`config.mk`:
```
export PLATFORM = sky130hd
export DESIGN_NAME = led7219_rx
export DESIGN_NICKNAME = d
export VERILOG_FILES = /design/src/rtl/led7219_pkg.sv /design/src/rtl/led7219_rx_sync_edge.sv /design/src/rtl/led7219_rx.sv
export SDC_FILE = /design/constraint.sdc
export NUM_CORES = 1
export LEC_CHECK = 0
export CELL_PAD_IN_SITES_DETAIL_PLACEMENT = 0
export CELL_PAD_IN_SITES_GLOBAL_PLACEMENT = 1
export CORE_MARGIN = 1.5
export CORE_UTILIZATION = 42
export DETAILED_ROUTE_END_ITERATION = 6
export PLACE_DENSITY = 0.95
export SLEW_MARGIN = 25
export SYNTH_ARGS = -nofsm -noshare
export SYNTH_HDL_FRONTEND = slang
export SYNTH_SLANG_ARGS = --single-unit
```
`constraint.sdc`:
```
create_clock -name clk -period 5.8 [get_ports clk]
set_input_delay 0.58 -clock clk [delete_from_list [all_inputs] [get_ports clk]]
set_output_delay 0.58 -clock clk [all_outputs]
set_load 0.01 [all_outputs]
```
`src/rtl/led7219_pkg.sv`:
```
// Shared definitions for the MAX7219 serial-link receiver.
//   - Register address constants as seen in the frame address nibble.
//   - FRAME_BITS: width of one device frame on the wire.
//   - state_t: receiver FSM states.
//   - frame_t: field view of one 16-bit frame.
package led7219_pkg;

   localparam int FRAME_BITS = 16;

   localparam logic [3:0] REG_NOOP      = 4'h0;
   localparam logic [3:0] REG_DIGIT0    = 4'h1;
   localparam logic [3:0] REG_DIGIT7    = 4'h8;
   localparam logic [3:0] REG_DECODE    = 4'h9;
   localparam logic [3:0] REG_INTENSITY = 4'hA;
   localparam logic [3:0] REG_SCANLIM   = 4'hB;
   localparam logic [3:0] REG_SHUTDOWN  = 4'hC;
   localparam logic [3:0] REG_TEST      = 4'hF;

   typedef enum logic [1:0] {
      ST_WAIT_IDLE = 2'd0,
      ST_IDLE      = 2'd1,
      ST_SHIFT     = 2'd2,
      ST_LATCH     = 2'd3
   } state_t;

   typedef struct packed {
      logic [3:0] dc;     // don't-care nibble
      logic [3:0] addr;
      logic [7:0] value;
   } frame_t;

endpackage

```
`src/rtl/led7219_rx_sync_edge.sv`:
```
// sync_edge: STAGES-deep synchronizer for one asynchronous pin, followed by
// one edge-detect flop.
//   clk, rst : system clock, synchronous active-high reset
//   pin      : asynchronous input
//   lvl      : synchronized level (aligned with rise/fall)
//   rise     : 1-cycle pulse on a 0->1 transition of the synchronized level
//   fall     : 1-cycle pulse on a 1->0 transition of the synchronized level
// All outputs are registered, so lvl/rise/fall change on the same edge.
module sync_edge #(
   parameter int STAGES = 2
) (
   input  logic clk,
   input  logic rst,
   input  logic pin,
   output logic lvl,
   output logic rise,
   output logic fall
);

   logic [STAGES-1:0] sync_q;

   always_ff @(posedge clk) begin
      if (rst) begin
         sync_q <= '0;
         lvl    <= 1'b0;
         rise   <= 1'b0;
         fall   <= 1'b0;
      end else begin
         sync_q <= {sync_q[STAGES-2:0], pin};
         lvl    <= sync_q[STAGES-1];
         rise   <= sync_q[STAGES-1] & ~lvl;
         fall   <= ~sync_q[STAGES-1] & lvl;
      end
   end

endmodule

```
`src/rtl/led7219_rx.sv`:
```
// led7219_rx: receive-side decoder for the MAX7219 DIN/LOAD/CLK link.
// Collects one LOAD window of NDEV cascaded 16-bit frames and, if exactly
// 16*NDEV bits arrived, applies every device's frame in one cycle.
//   clk, rst      : system clock, synchronous active-high reset
//   din, cs, sclk : asynchronous link pins (cs active-low window)
//   data          : image, device k row r at data[k*64+(r-1)*8 +: 8]
//   intensity     : reg 0xA nibble per device
//   shutdown_n    : reg 0xC bit0 per device
//   display_test  : reg 0xF bit0 per device
//   update        : 1-cycle pulse, window applied
//   frame_err     : 1-cycle pulse, window discarded (bad bit count)
module led7219_rx
   import led7219_pkg::*;
#(
   parameter int NDEV        = 4,
   parameter int SYNC_STAGES = 2
) (
   input  logic                 clk,
   input  logic                 rst,
   input  logic                 din,
   input  logic                 cs,
   input  logic                 sclk,
   output logic [NDEV*64-1:0]   data,
   output logic [NDEV*4-1:0]    intensity,
   output logic [NDEV-1:0]      shutdown_n,
   output logic [NDEV-1:0]      display_test,
   output logic                 update,
   output logic                 frame_err
);

   localparam int SR_W  = FRAME_BITS * NDEV;
   localparam int CNT_W = $clog2(SR_W + 2);
   localparam logic [CNT_W-1:0] CNT_FULL = CNT_W'(SR_W);
   localparam logic [CNT_W-1:0] CNT_SAT  = CNT_W'(SR_W + 1);

   logic din_lvl, din_rise, din_fall;
   logic cs_lvl, cs_rise, cs_fall;
   logic sclk_lvl, sclk_rise, sclk_fall;

   sync_edge #(.STAGES(SYNC_STAGES)) u_sync_din (
      .clk(clk), .rst(rst), .pin(din),  .lvl(din_lvl),  .rise(din_rise),  .fall(din_fall));
   sync_edge #(.STAGES(SYNC_STAGES)) u_sync_cs (
      .clk(clk), .rst(rst), .pin(cs),   .lvl(cs_lvl),   .rise(cs_rise),   .fall(cs_fall));
   sync_edge #(.STAGES(SYNC_STAGES)) u_sync_sclk (
      .clk(clk), .rst(rst), .pin(sclk), .lvl(sclk_lvl), .rise(sclk_rise), .fall(sclk_fall));

   // Window start is taken from the cs level rather than the fall pulse, so a
   // fall that arrived during LATCH is still honoured if cs stays low.
   logic unused_edges;
   assign unused_edges = ^{din_rise, din_fall, cs_fall, sclk_lvl, sclk_fall};

   state_t                     state;
   logic [SR_W-1:0]            sr;
   logic [CNT_W-1:0]           cnt;
   logic [NDEV-1:0][7:0][7:0]  img_q, img_nxt;
   logic [NDEV-1:0][3:0]       int_q, int_nxt;
   logic [NDEV-1:0]            shd_q, shd_nxt;
   logic [NDEV-1:0]            tst_q, tst_nxt;

   assign data         = img_q;
   assign intensity    = int_q;
   assign shutdown_n   = shd_q;
   assign display_test = tst_q;

   // Per-device decode of the shift register; only committed in LATCH.
   frame_t     fr;
   logic [2:0] row;
   logic       unused_dc;

   always_comb begin
      img_nxt   = img_q;
      int_nxt   = int_q;
      shd_nxt   = shd_q;
      tst_nxt   = tst_q;
      fr        = '0;
      row       = '0;
      unused_dc = 1'b0;
      for (int k = 0; k < NDEV; k++) begin
         fr        = frame_t'(sr[k*FRAME_BITS +: FRAME_BITS]);
         unused_dc = unused_dc ^ (^fr.dc);
         // addr 1..8 -> row 0..7; addr 8 wraps 3'b000-1 to 3'b111
         row = fr.addr[2:0] - 3'd1;
         if (fr.addr >= REG_DIGIT0 && fr.addr <= REG_DIGIT7) begin
            img_nxt[k][row] = fr.value;
         end else begin
            case (fr.addr)
               REG_INTENSITY: int_nxt[k] = fr.value[3:0];
               REG_SHUTDOWN:  shd_nxt[k] = fr.value[0];
               REG_TEST:      tst_nxt[k] = fr.value[0];
               REG_NOOP, REG_DECODE, REG_SCANLIM: ;
               default: ;
            endcase
         end
      end
   end

   always_ff @(posedge clk) begin
      if (rst) begin
         state     <= ST_WAIT_IDLE;
         sr        <= '0;
         cnt       <= '0;
         img_q     <= '0;
         int_q     <= '0;
         shd_q     <= '0;
         tst_q     <= '0;
         update    <= 1'b0;
         frame_err <= 1'b0;
      end else begin
         update    <= 1'b0;
         frame_err <= 1'b0;
         case (state)
            // Refuse to start until the line has been seen idle, so a window
            // already in progress at reset release is never decoded.
            ST_WAIT_IDLE: if (cs_lvl) state <= ST_IDLE;
            ST_IDLE: begin
               if (!cs_lvl) begin
                  state <= ST_SHIFT;
                  cnt   <= '0;
               end
            end
            ST_SHIFT: begin
               // cs rise wins over a coincident sclk rise
               if (cs_rise) begin
                  state <= ST_LATCH;
               end else if (sclk_rise) begin
                  sr <= {sr[SR_W-2:0], din_lvl};
                  if (cnt != CNT_SAT) cnt <= cnt + 1'b1;
               end
            end
            ST_LATCH: begin
               state <= ST_IDLE;
               if (cnt == CNT_FULL) begin
                  img_q  <= img_nxt;
                  int_q  <= int_nxt;
                  shd_q  <= shd_nxt;
                  tst_q  <= tst_nxt;
                  update <= 1'b1;
               end else begin
                  frame_err <= 1'b1;
               end
            end
            default: state <= ST_WAIT_IDLE;
         endcase
      end
   end

endmodule

```
=== Word level (Yosys, flattened, before mapping) ===
Cells that the tools add are included.
W data, S select, Z words.

* Input port bits: 5
* Logic and storage cells: 164
* Bits in registers: 362
* Output and inout port bits: 282

* Bitwise operators: 10
* Equality and inequality tests: 23
* Add/sub/neg operators: 5
* Reductions and logical operators: 30
* Muxes and demuxes: 23
* Magnitude comparators: 16

{| class="wikitable"
|+ Operators by type and width
! operator !! count
|-
| $bwmux W64 || 4
|-
| $demux W8 S3 || 4
|-
| $eq A4 B4 Y1 const B || 12
|-
| $reduce_and A4 Y1 || 12
|-
| $mux W8 || 4
|-
| $mux W7 || 4
|-
| $reduce_and A3 Y1 || 6
|-
| $ge A4 B1 Y1 const B || 4
|-
| $le A4 B4 Y1 const B || 4
|-
| $lt A3 B4 Y1 const B || 4
|-
| $pmux W7 S2 || 1
|-
| $ge A3 B1 Y1 const B || 4
|-
| $sub A3 B1 Y3 const B || 4
|-
| $logic_and A1 B1 Y1 || 8
|-
| $not A1 Y1 || 8
|-
| $pmux W2 S4 || 1
|-
| $add A7 B1 Y7 const B || 1
|-
| $eq A7 B7 Y1 const B || 1
|-
| $ne A7 B7 Y1 const B || 1
|-
| $mux W2 || 3
|-
| $ne A2 B1 Y1 const B || 3
|-
| $ne A2 B2 Y1 const B || 3
|-
| $reduce_and A5 Y1 || 1
|-
| $eq A2 B2 Y1 const B || 2
|-
| other kinds (6) || 8
|}

=== Longest topological paths before layout ===
Gate-level depths: netlist (run 1).

* Word-level depth: 6
* Gate-level depth with buffers: 9
* Depth with buffers taken out: 7

=== By module ===
Synthesis (run 1) repeated with hierarchy kept, for this count alone.

* Cells, all modules: 1409
* Area total of the unflattened synthesis: 13882.1 sq um

{| class="wikitable"
|+ By module, submodules not included
! module !! instances !! area each (sq um) !! seq. area each (sq um) !! cells each
|-
| led7219_rx || 1 || 13480.4 || 7026.7 || 1379
|-
| sync_edge || 3 || 133.9 || 100.1 || 10
|}

=== Least setup slack after synthesis (run 1) ===
Ideal clock, no wire load.

* Path type: reg-to-reg
* Start: register sr[8]
* End: register img_q, in the netlist data[36]
* Library setup time: 128 ps
* Data required time: 5672 ps
* Arrival: 2259 ps
* Buffers on the path: 2
* Stages on the path, launching flop included: 10
* Period minus slack after synthesis: 2386 ps
* Setup slack: 3414 ps
* Cell sequence: dfxtp_1 clkbuf_1 inv_1 ha_1 nor4b_1 a2111oi_2 nor2b_1 buf_2 mux2i_1 nor2_1

* Word-level cells in the longest chain between the ends: 6
* Elaborated cells between the ends (all ways): 11
* Classes of those cells: add/sub: 1; order compare: 4; mux: 3; reduce/logical: 3

{| class="wikitable"
|+ Ends and longest elaborated chain
! item !! RTL line !! RTL
|-
| from (decl) || led7219_rx.sv:53 || <nowiki>logic [SR_W-1:0] sr;</nowiki>
|-
| from (signal assigned) || led7219_rx.sv:126 || <nowiki>sr <= {sr[SR_W-2:0], din_lvl};</nowiki>
|-
| $sub A3 B1 Y3 || led7219_rx.sv:82 || <nowiki>row = fr.addr[2:0] - 3'd1;</nowiki>
|-
| $lt A3 B4 Y1 (implied by the code) / $ge A3 B1 Y1 (equally long branches) || led7219_rx.sv:84 || <nowiki>img_nxt[k][row] = fr.value;</nowiki>
|-
| $logic_and A1 B1 Y1 (implied by the code) || led7219_rx.sv:84 ||
|-
| $mux W8 (implied by the code) || led7219_rx.sv:84 ||
|-
| $demux W8 S3 || led7219_rx.sv:84 ||
|-
| $bwmux W64 || led7219_rx.sv:84 ||
|-
| to (signal assigned) || led7219_rx.sv:133 || <nowiki>img_q <= img_nxt;</nowiki>
|-
| to (decl) || led7219_rx.sv:55 || <nowiki>logic [NDEV-1:0][7:0][7:0] img_q, img_nxt;</nowiki>
|}

Parallel ways exist; a longest one is shown, timed or not.
A chain may end at the register's enable or synchronous reset.

=== Final worst setup path (run 1) ===
* Start: register state[0]
* End: register img_q, in the netlist data[33]

* Word-level cells in the longest chain between the ends: 2

{| class="wikitable"
|+ Ends and longest elaborated chain
! item !! RTL line !! RTL
|-
| from (decl) || led7219_rx.sv:52 || <nowiki>state_t state;</nowiki>
|-
| from (signal assigned) || led7219_rx.sv:99 || <nowiki>state <= ST_WAIT_IDLE;</nowiki>
|-
| from (signal assigned) || led7219_rx.sv:114 || <nowiki>ST_WAIT_IDLE: if (cs_lvl) state <= ST_IDLE;</nowiki>
|-
| from (signal assigned) || led7219_rx.sv:117 || <nowiki>state <= ST_SHIFT;</nowiki>
|-
| $eq A2 B2 Y1 || led7219_rx.sv:111 || <nowiki>case (state)</nowiki>
|-
| $reduce_and A3 Y1 (no line) || - ||
|}

Every way passes these cells.

==> results.tsv, run 1 <==
stage	metric	value	unit
synth	ys async rst share	0	
routing	WL/cell	16.3	um
critical_path	CP endpoint kind	flip-flop	
finish	P&R area growth vs syn	32.0	%
synth	Synth Register Bits	362	
min_path	Hold Path End	u_sync_sclk.rise	
clocking	CTS max path bufs	3	
place	RePlAce Congestion	0.755	
timing	worst hold margin	0.385	ns
timing	final setup skew	0.00949	ns
routing	residual DRC count	0	
clocking	Root Buffer Master	clkbuf_16	
floorplan	die area	0.0340	mm2
synth	ys flop type	dfxtp_1	
finish	commonest non-fill, non-tap cells in the layout	dfxtp_1, nor2_1, clkdlybuf4s50_1, mux2i_1, nand2_1	
synth	Distinct cells, synth	53	
power_and_ir_drop	pwr dens	292	mW/mm2
clocking	CTS buffer count	38	
synth	synth warn	0	
routing	routed wire length	34.1	mm
critical_path	RR Startpoint	state[0]	
routing	DRT iter0 DRCs	518	
clocking	Worst-Skew Late Latency	0.52	ns
global_routing	initial antenna violation count	0	
run_status	outcome	complete, no violations	
critical_path	CP startpoint kind	flip-flop	
global_routing	grt ovf	0	
floorplan	# IOs	287	
critical_path	CP required	6.17	ns
finish	post-route design area	0.0182	mm2
critical_path	crit path kind	flip-flop to flip-flop	
place	placed cell count	2024	
finish	utilization after layout	0.561	
timing	fmax	0.328	GHz
place	DP Wirelength	21.9	mm
critical_path	FF-to-FF setup slack	2.76	ns
clocking	CTS Hold Bufs	0	
routing	DR vias	10300	
routing	TritonRoute pass-1 iters	5	
critical_path	reg2reg path depth	6	
timing	Slew HR	0.345	
clocking	CTS clk-pin slew, worst paths	0.06	ns
clocking	CTS tree	done	
timing	final setup violation count	0	
place	dpl ws	2.62	ns
clocking	post-CTS sizing	0	
floorplan	Core Area	0.0325	mm2
global_routing	largest net degree at the start of global routing	147	
synth	synthesized area per cell	9.85	um2
timing	RSZ-0062 raised after global routing	no	
clocking	Setup Fix Bufs, Post-CTS	0	
min_path	WHS Path Cells	1	
routing	post-route ant nets	0	
finish	most common cell after layout, fill and taps aside	dfxtp_1	
global_routing	All-Layer GR Usage	0.198	
critical_path	Crit Path Max Fanout	8	
finish	share of cells above drive strength 1	0.0594	
timing	setup ws final	2.76	ns
timing	minimum clock period	3.04	ns
floorplan	FP Rows	66	
min_path	Hold WC Path Type	flip-flop to flip-flop	
timing	Total Neg Setup Slack	0	ns
timing	Final period util	0.525	
critical_path	CP cell instances	ha_1 -> nand3b_1 -> a2111oi_2 -> nor2b_1 -> mux2i_1 -> nor2_1	
timing	Tightest Pin Transition	0.980	ns
synth	register area share after synthesis	0.525	
clocking	H-Tree Depth	2	
place	Cell Area, Placed	0.0168	mm2
critical_path	r2r endpoint	data[33]	
finish	FF/Latch Area	0.00725	mm2
floorplan	Starting Density	0.425	
place	PortBufs	286	
synth	number of synthesized flops with an enable pin	0	
floorplan	die height	184	um
critical_path	CP arrival	3.42	ns
finish	Fillers	2790	
synth	Syn Nets	1433	
routing	Via density	4.93	
timing	final hold vios	0	
power_and_ir_drop	Lkg Pwr	7.65	nW
min_path	HP Start	u_sync_sclk.lvl	
synth	Synth Cell Area	0.0138	mm2
power_and_ir_drop	final total power	5.31	mW
timing	max-slew violation count	0	
global_routing	first-pass GRT wire length	54.1	mm
clocking	Clock Sinks	362	
finish	nets@finish	1654	
finish	ANT cells	0	
flow_run	MaxCap Viol Count	0	
finish	multi-input logic area	0.00603	mm2
critical_path	crit-path max cell delay	0.82	ns
synth	Mapped Cells	1401	
global_routing	vias in the first global route	9846	
finish	Non-Filler Instances	2091	
floorplan	Die X-Extent	184	um
critical_path	critical path's slowest cell	nor2b_1	
power_and_ir_drop	VDD IR max	208	uV
[state kept, by name, indices dropped and copies added, names as in the netlist]
name	cells
data	256
sr	60
intensity	16
cnt	7
display_test	4
shutdown_n	4
state	2
u_sync_cs.sync_q	2
u_sync_din.sync_q	2
u_sync_sclk.sync_q	2
frame_err	1
u_sync_cs.lvl	1
u_sync_cs.rise	1
u_sync_din.lvl	1
u_sync_sclk.lvl	1
u_sync_sclk.rise	1
update	1
[cells by family after synthesis]
kind of cell | synth area share
AO/OA/AOI/OAI | 0.0379
XOR/XNOR | 0.00444
adder cells (fa/ha/maj) | 0.0245
buffers and inverters | 0.0391
flip-flops | 0.525
multiplexers | 0.205
AND/OR/NAND/NOR | 0.164
[synth_stat cells (6+ instances only)]
library cell | number | area share
mux2i_1 | 282 | 0.20
ha_1 | 27 | 0.024
a21oi_1 | 65 | 0.024
dfxtp_1 | 362 | 0.53
nand3_1 | 7 | 0.0025
xnor2_1 | 6 | 0.0038
nand2_1 | 129 | 0.035
buf_2 | 8 | 0.0029
inv_1 | 15 | 0.0041
nand2b_1 | 6 | 0.0027
clkbuf_1 | 88 | 0.024
nand3b_1 | 7 | 0.0038
nor2b_1 | 17 | 0.0077
nand3_2 | 7 | 0.0051
nand4_1 | 10 | 0.0045
nor2_1 | 295 | 0.080
buf_4 | 7 | 0.0038
[final cells by class]
cell class,instances,share of cell area
Clock buffer,49,0.0612
Clock inverter,18,0.0165
Inverter,15,0.00309
Multi-Input combinational cell,914,0.331
Sequential cell,362,0.398
Tap cell,442,0.0303
Timing Repair Buffer,291,0.160
[critical path: cells and delay by family, from the launching register on]
family          cells  cell delay (ns)
flops               1             0.41
fa+ha+maj           1             0.21
mux                 1             0.27
simple gates        3             1.37
compound gates      1             0.65
[power by group]
part	leakage, nW	internal, mW	total (mW)	switching (mW)
sequential	2.92	2.50	2.51	0.00897
combinational	4.04	0.0327	0.114	0.0814
clock	0.688	1.71	2.69	0.980
[metal layers]
layer | track usage | part of all wire | vias up | wire length, um
met2 | 0.324 | 0.47 | 271 | 15900
met1 | 0.255 | 0.44 | 4930 | 15200
met3 | 0.0597 | 0.073 | 41 | 2490
met5 | 0 | 0 | - | 0
li1 | - | - | 5077 | -
met4 | 0.0495 | 0.016 | 0 | 547
[how the worst max path moves through the flow]
stage / startpoint / end / slack (ns) / cells past startpoint
floorplan: sr[8] / data[36] / 3.41 / 9
global placement: cnt[3] / data[145] / 2.74 / 5
detailed placement: cnt[3] / data[145] / 2.62 / 5
CTS: cnt[3] / data[145] / 2.60 / 5
global route: state[0] / data[33] / 2.56 / 6
finish: state[0] / data[33] / 2.76 / 6
(Power assumes the default switching activity.)
==> run 2, diff against run 1 <==
- CORE_UTILIZATION: 42 -> 39
- PLACE_DENSITY: 0.95 -> 0.9
- clock period: 5.8 -> 2.9 ns (I/O delays scaled with it)
==> run 2 against run 1 <==
Register-to-register slack got worse by 2.6 ns. Combinational power rose by 110%. Routed wire length is 4.5% higher. Critical path type unchanged. Count of clock-buffer cells in the layout stayed put. Fmax rose by 13%. Highest routed layer unchanged. Cell area rose by 0.99%. First-iteration DRC count grew 2.5%. Flip-flop and latch count did not move. Clock skew up 0.012 ns. Core utilization decreased by 3.1 points. Critical endpoint is now data[90]. Die area rose by 7.6%. Sequential share of layout area shrank 0.39 points.
==> results.tsv, run 2 (synthesis results as in run 1) <==
stage	metric	value	unit	change
routing	WL/cell	16.8	um	+2.7%
floorplan	Die X-Extent	191	um	+3.7%
clocking	CTS clk-pin slew, worst paths	0.06	ns	about the same
finish	FF/Latch Area	0.00725	mm2	unchanged
clocking	H-Tree Depth	2		unchanged
timing	fmax	0.370	GHz	+13%
finish	P&R area growth vs syn	33.3	%	
timing	Final period util	0.932		+0.407
min_path	HP Start	rst		
finish	Fillers	3053		+9.4%
critical_path	reg2reg path depth	6		unchanged
place	DP Wirelength	23.5	mm	+7.5%
timing	RSZ-0062 raised after global routing	no		
clocking	CTS tree	done		
min_path	WHS Path Cells	2		+1
finish	number of flip-flops in the largest register	256		unchanged
clocking	CTS max path bufs	3		unchanged
place	dpl ws	-0.0498	ns	-2.67 ns
finish	most common cell after layout, fill and taps aside	dfxtp_1		
global_routing	largest net degree at the start of global routing	101		-31%
critical_path	crit path kind	flip-flop to flip-flop		
routing	post-route ant nets	0		unchanged
global_routing	first-pass GRT wire length	55.9	mm	+3.5%
finish	nets@finish	1675		+1.3%
clocking	Worst-Skew Late Latency	0.53	ns	about the same
clocking	post-CTS sizing	1		+1
critical_path	CP cell instances	inv_1 -> ha_1 -> o31ai_1 -> and3_1 -> mux2i_1 -> nor2_1		
finish	commonest non-fill, non-tap cells in the layout	dfxtp_1, nor2_1, clkdlybuf4s50_1, mux2i_1, nand2_1		
min_path	Hold WC Path Type	primary input to flip-flop		
global_routing	initial antenna violation count	0		unchanged
clocking	CTS Hold Bufs	0		unchanged
routing	DR vias	10400		+0.43%
routing	routed wire length	35.6	mm	+4.5%
timing	final hold vios	0		unchanged
critical_path	CP arrival	3.09	ns	-0.33 ns
timing	minimum clock period	2.70	ns	-0.342 ns
floorplan	Starting Density	0.398		-0.0277
timing	max-slew violation count	0		unchanged
timing	Slew HR	0.543		+0.198
critical_path	CP required	3.29	ns	-2.88 ns
critical_path	r2r endpoint	data[90]		
finish	ANT cells	0		unchanged
power_and_ir_drop	Lkg Pwr	7.76	nW	+1.4%
floorplan	FP Rows	68		+3.0%
critical_path	critical path's slowest cell	o31ai_1		
floorplan	die area	0.0365	mm2	+7.6%
routing	Via density	4.87		-1.2%
global_routing	vias in the first global route	10100		+2.4%
place	placed cell count	2057		+1.6%
critical_path	CP endpoint kind	flip-flop		
clocking	Clock Sinks	362		unchanged
routing	DRT iter0 DRCs	531		+2.5%
routing	TritonRoute pass-1 iters	4		-1
floorplan	Core Area	0.0347	mm2	+7.0%
critical_path	crit-path max cell delay	0.58	ns	-0.24 ns
timing	worst hold margin	0.233	ns	-0.152 ns
clocking	Root Buffer Master	clkbuf_16		
place	RePlAce Congestion	0.774		+2.5%
timing	final setup skew	0.0219	ns	+0.0125 ns
timing	setup ws final	0.197	ns	-2.56 ns
power_and_ir_drop	final total power	10.6	mW	+99%
timing	Total Neg Setup Slack	0	ns	unchanged
finish	multi-input logic area	0.00603	mm2	about the same
critical_path	FF-to-FF setup slack	0.20	ns	-2.56 ns
critical_path	Crit Path Max Fanout	10		+2
floorplan	# IOs	287		unchanged
global_routing	grt ovf	0		unchanged
run_status	outcome	complete, no violations		
power_and_ir_drop	VDD IR max	456	uV	+120%
floorplan	die height	191	um	+3.7%
power_and_ir_drop	pwr dens	574	mW/mm2	+97%
critical_path	RR Startpoint	sr[24]		
clocking	CTS buffer count	39		+2.6%
critical_path	CP startpoint kind	flip-flop		
clocking	Setup Fix Bufs, Post-CTS	0		unchanged
finish	share of cells above drive strength 1	0.0724		+0.0130
flow_run	MaxCap Viol Count	0		unchanged
min_path	Hold Path End	u_sync_din.sync_q[1]		
timing	final setup violation count	0		unchanged
place	PortBufs	286		unchanged
timing	Tightest Pin Transition	0.685	ns	-0.294 ns
global_routing	All-Layer GR Usage	0.192		-0.00626
routing	residual DRC count	0		unchanged
finish	Non-Filler Instances	2126		+1.7%
==> run 2: changes by cell type in the layout (fill, tap and decap cells not counted), sizes merged <==
cell      previous run  this run
buf                  6        26
bufinv               8         7
clkinv               6         8
clkinvlp             4         2
inv                 15        18
==> run 2: per-layer routing <==
metal	track usage	vias up	routed length (um)
met5	0	-	0
met4	0.0412	0	558
met3	0.0560	44	2630
met2	0.320	283	16700
met1	0.245	4928	15700
li1	-	5108	-
==> run 2: how the worst max path moves through the flow <==
stage / from / to / depth (start not counted)
after floorplan: sr[8] / data[39] / 9
after global placement: sr[24] / data[118] / 6
after detailed placement: cnt[3] / data[90] / 6
after CTS: cnt[3] / data[90] / 6
after global routing: sr[24] / data[90] / 6
final: sr[24] / data[90] / 6
==> run 2: worst max-delay path, delay by kind of cell, from the launching register on <==
| family | cells | cell delay (ns) |
|---|---|---|
| and+or+nand+nor | 2 | 0.64 |
| AOI/OAI and AO/OA | 1 | 0.58 |
| DFF | 1 | 0.54 |
| adders and majority gates | 1 | 0.30 |
| muxes | 1 | 0.28 |
| buffers and inverters | 1 | 0.22 |
==> run 2: through the flow <==
stage,cell area [um2],utilization
after floorplan,13800,-
after global placement,17000,0.490
final,18400,0.530
after global routing,18400,0.530
after detailed placement,17000,0.490
after CTS,18400,0.530
==> run 2: layout make-up <==
type                       count  share of cell area
tap                          455              0.0309
sequential                   362               0.394
clock inverter                20              0.0158
timing repair buffer         311               0.169
inverter                      15             0.00306
multi-input combinational    914               0.328
clock buffer                  49              0.0594
==> run 2: power by group <==
group          total (mW)  switching (mW)  internal [mW]  leakage [nW]
Clock                5.32            2.02           3.30         0.685
Sequential           5.01          0.0170           4.99          2.92
Combinational       0.239           0.163         0.0761          4.16
Total                10.6            2.20           8.37          7.76
==> run 3, diff against run 2 <==
- CTS_CLUSTER_SIZE: not set -> 16
==> run 3 against run 2 <==
Routed wire length up 0.18%. Flip-flop and latch count unchanged. Final cell count unchanged. Highest routed layer unchanged. Critical path type unchanged. Largest power group unchanged. Global-route usage about the same. Fmax up 0.47%.
==> results.tsv, run 3 (synthesis results as in run 1) <==
stage	metric	value	unit	change
finish	ANT cells	0		unchanged
timing	fmax	0.372	GHz	+0.47%
floorplan	# IOs	287		unchanged
critical_path	crit path kind	flip-flop to flip-flop		
routing	TritonRoute pass-1 iters	5		+1
routing	DRT iter0 DRCs	560		+5.5%
routing	Via density	4.88		about the same
power_and_ir_drop	Lkg Pwr	7.75	nW	-0.12%
place	DP Wirelength	23.5	mm	unchanged
timing	final hold vios	0		unchanged
critical_path	Critical Path Source	cnt[3]		
critical_path	critical path's slowest cell	or4b_1		
min_path	HP Start	rst		
critical_path	Crit Path Max Fanout	8		-2
critical_path	CP startpoint kind	flip-flop		
timing	worst hold margin	0.236	ns	+0.00254 ns
clocking	Worst-Skew Late Latency	0.53	ns	about the same
finish	share of cells above drive strength 1	0.0718		-0.000598
routing	DR vias	10400		+0.058%
place	Cell Area, Placed	0.0170	mm2	unchanged
floorplan	die area	0.0365	mm2	unchanged
global_routing	largest net degree at the start of global routing	101		unchanged
timing	max-slew violation count	0		unchanged
floorplan	FP Rows	68		unchanged
critical_path	FF-to-FF setup slack	0.21	ns	about the same
routing	post-route ant nets	0		unchanged
power_and_ir_drop	Sw Share	0.209		+0.000735
global_routing	All-Layer GR Usage	0.192		+0.000362
clocking	H-Tree Depth	2		unchanged
timing	Slew HR	0.555		+0.0115
power_and_ir_drop	final total power	10.5	mW	-0.48%
power_and_ir_drop	internal power	8.32	mW	-0.58%
run_status	outcome	complete, no violations		
critical_path	critical path buffer and inverter count	1		unchanged
min_path	Hold WC Path Type	primary input to flip-flop		
power_and_ir_drop	net load switching power	2.20	mW	-0.13%
place	PortBufs	286		unchanged
critical_path	CP cell instances	or4b_1 -> buf_4 -> nor3_2 -> and3_1 -> mux2i_1 -> nor2_1		
timing	Tightest Pin Transition	0.659	ns	-0.0265 ns
clocking	Setup Fix Bufs, Post-CTS	0		unchanged
finish	most common cell after layout, fill and taps aside	dfxtp_1		
place	dpl ws	-0.0498	ns	unchanged
critical_path	crit-path max cell delay	0.71	ns	+0.13 ns
global_routing	first-pass GRT wire length	56.2	mm	+0.41%
routing	residual DRC count	0		unchanged
timing	Final period util	0.928		-0.00440
finish	number of flip-flops in the largest register	256		unchanged
clocking	CTS max path bufs	3		unchanged
finish	nets@finish	1675		unchanged
finish	commonest non-fill, non-tap cells in the layout	dfxtp_1, nor2_1, clkdlybuf4s50_1, mux2i_1, nand2_1		
clocking	CTS buffer count	39		unchanged
power_and_ir_drop	Clk pwr share	0.501		-0.002
clocking	Root Buffer Master	clkbuf_16		
global_routing	grt ovf	0		unchanged
clocking	Clock Sinks	362		unchanged
power_and_ir_drop	VDD IR max	456	uV	about the same
timing	minimum clock period	2.69	ns	-0.0128 ns
clocking	post-CTS sizing	1		unchanged
floorplan	Starting Density	0.398		unchanged
place	RePlAce Congestion	0.774		unchanged
timing	final setup violation count	0		unchanged
power_and_ir_drop	Logic pwr share	0.023		about the same
floorplan	Core Area	0.0347	mm2	unchanged
critical_path	CP arrival	3.07	ns	-0.02 ns
clocking	CTS Hold Bufs	0		unchanged
timing	RSZ-0062 raised after global routing	no		
power_and_ir_drop	Sequential Power Share	0.476		+0.002
flow_run	MaxCap Viol Count	0		unchanged
global_routing	vias in the first global route	10100		+0.41%
routing	WL/cell	16.8	um	+0.18%
floorplan	die height	191	um	unchanged
floorplan	Die X-Extent	191	um	unchanged
critical_path	largest delay contributor family on the critical path	simple AND/OR/NAND/NOR gates		
clocking	CTS clk-pin slew, worst paths	0.06	ns	about the same
timing	setup ws final	0.210	ns	+0.0128 ns
global_routing	initial antenna violation count	0		unchanged
critical_path	CP endpoint kind	flip-flop		
power_and_ir_drop	pwr dens	572	mW/mm2	-0.38%
finish	P&R area growth vs syn	33.2	%	
critical_path	CP required	3.28	ns	about the same
finish	post-route design area	0.0184	mm2	-0.10%
routing	routed wire length	35.7	mm	+0.18%
critical_path	RR Startpoint	cnt[3]		
timing	final setup skew	0.0230	ns	+0.00107 ns
clocking	CTS tree	done		
==> run 3: worst register-to-register path, cell delays in order, from the launching register on <==
cell and delay [ns]:
dfxtp_1 0.37, or4b_1 0.71, buf_4 0.23, nor3_2 0.36, and3_1 0.53, mux2i_1 0.28, nor2_1 0.06
==> run 3: per-stage QoR <==
step,util,setup TNS (ns),cells
after floorplan,-,0,1401
after global placement,0.490,0,2057
after detailed placement,0.490,-0.190,2057
after CTS,0.530,0,2126
after global routing,0.530,0,2126
final,0.530,0,2126
==> run 3: final cells by class <==
type,count,area (um2)
Clock inverter,21,297
Sequential cell,362,7250
Timing Repair Buffer,311,3120
Tap cell,455,569
Inverter,15,56.3
Multi-Input combinational cell,914,6030
Fill cell,3057,16300
Clock buffer,48,1070
==> run 3: path summary, 6_finish.rpt <==
check / cells past startpoint / end
setup / recovery: 6 / data[90]
hold / removal: 2 / u_sync_din.sync_q[1]
setup reg to reg: 6 / data[90]
hold reg to reg: 1 / u_sync_sclk.rise
==> run 3: power by group through the flow <==
stage               logic, mW  registers (mW)  clock network, mW
floorplan               0.178            5.12                  0
global placement        0.235            5.12                  0
detailed placement      0.242            5.12                  0
CTS                     0.243            5.01               5.39
global route            0.266            5.01               5.59
finish                  0.240            5.01               5.27
==> run 3: layer usage <==
layer | track usage | share of wire
met4 | 0.0397 | 0.016
met1 | 0.245 | 0.44
met5 | 0 | 0
met3 | 0.0547 | 0.070
met2 | 0.323 | 0.47
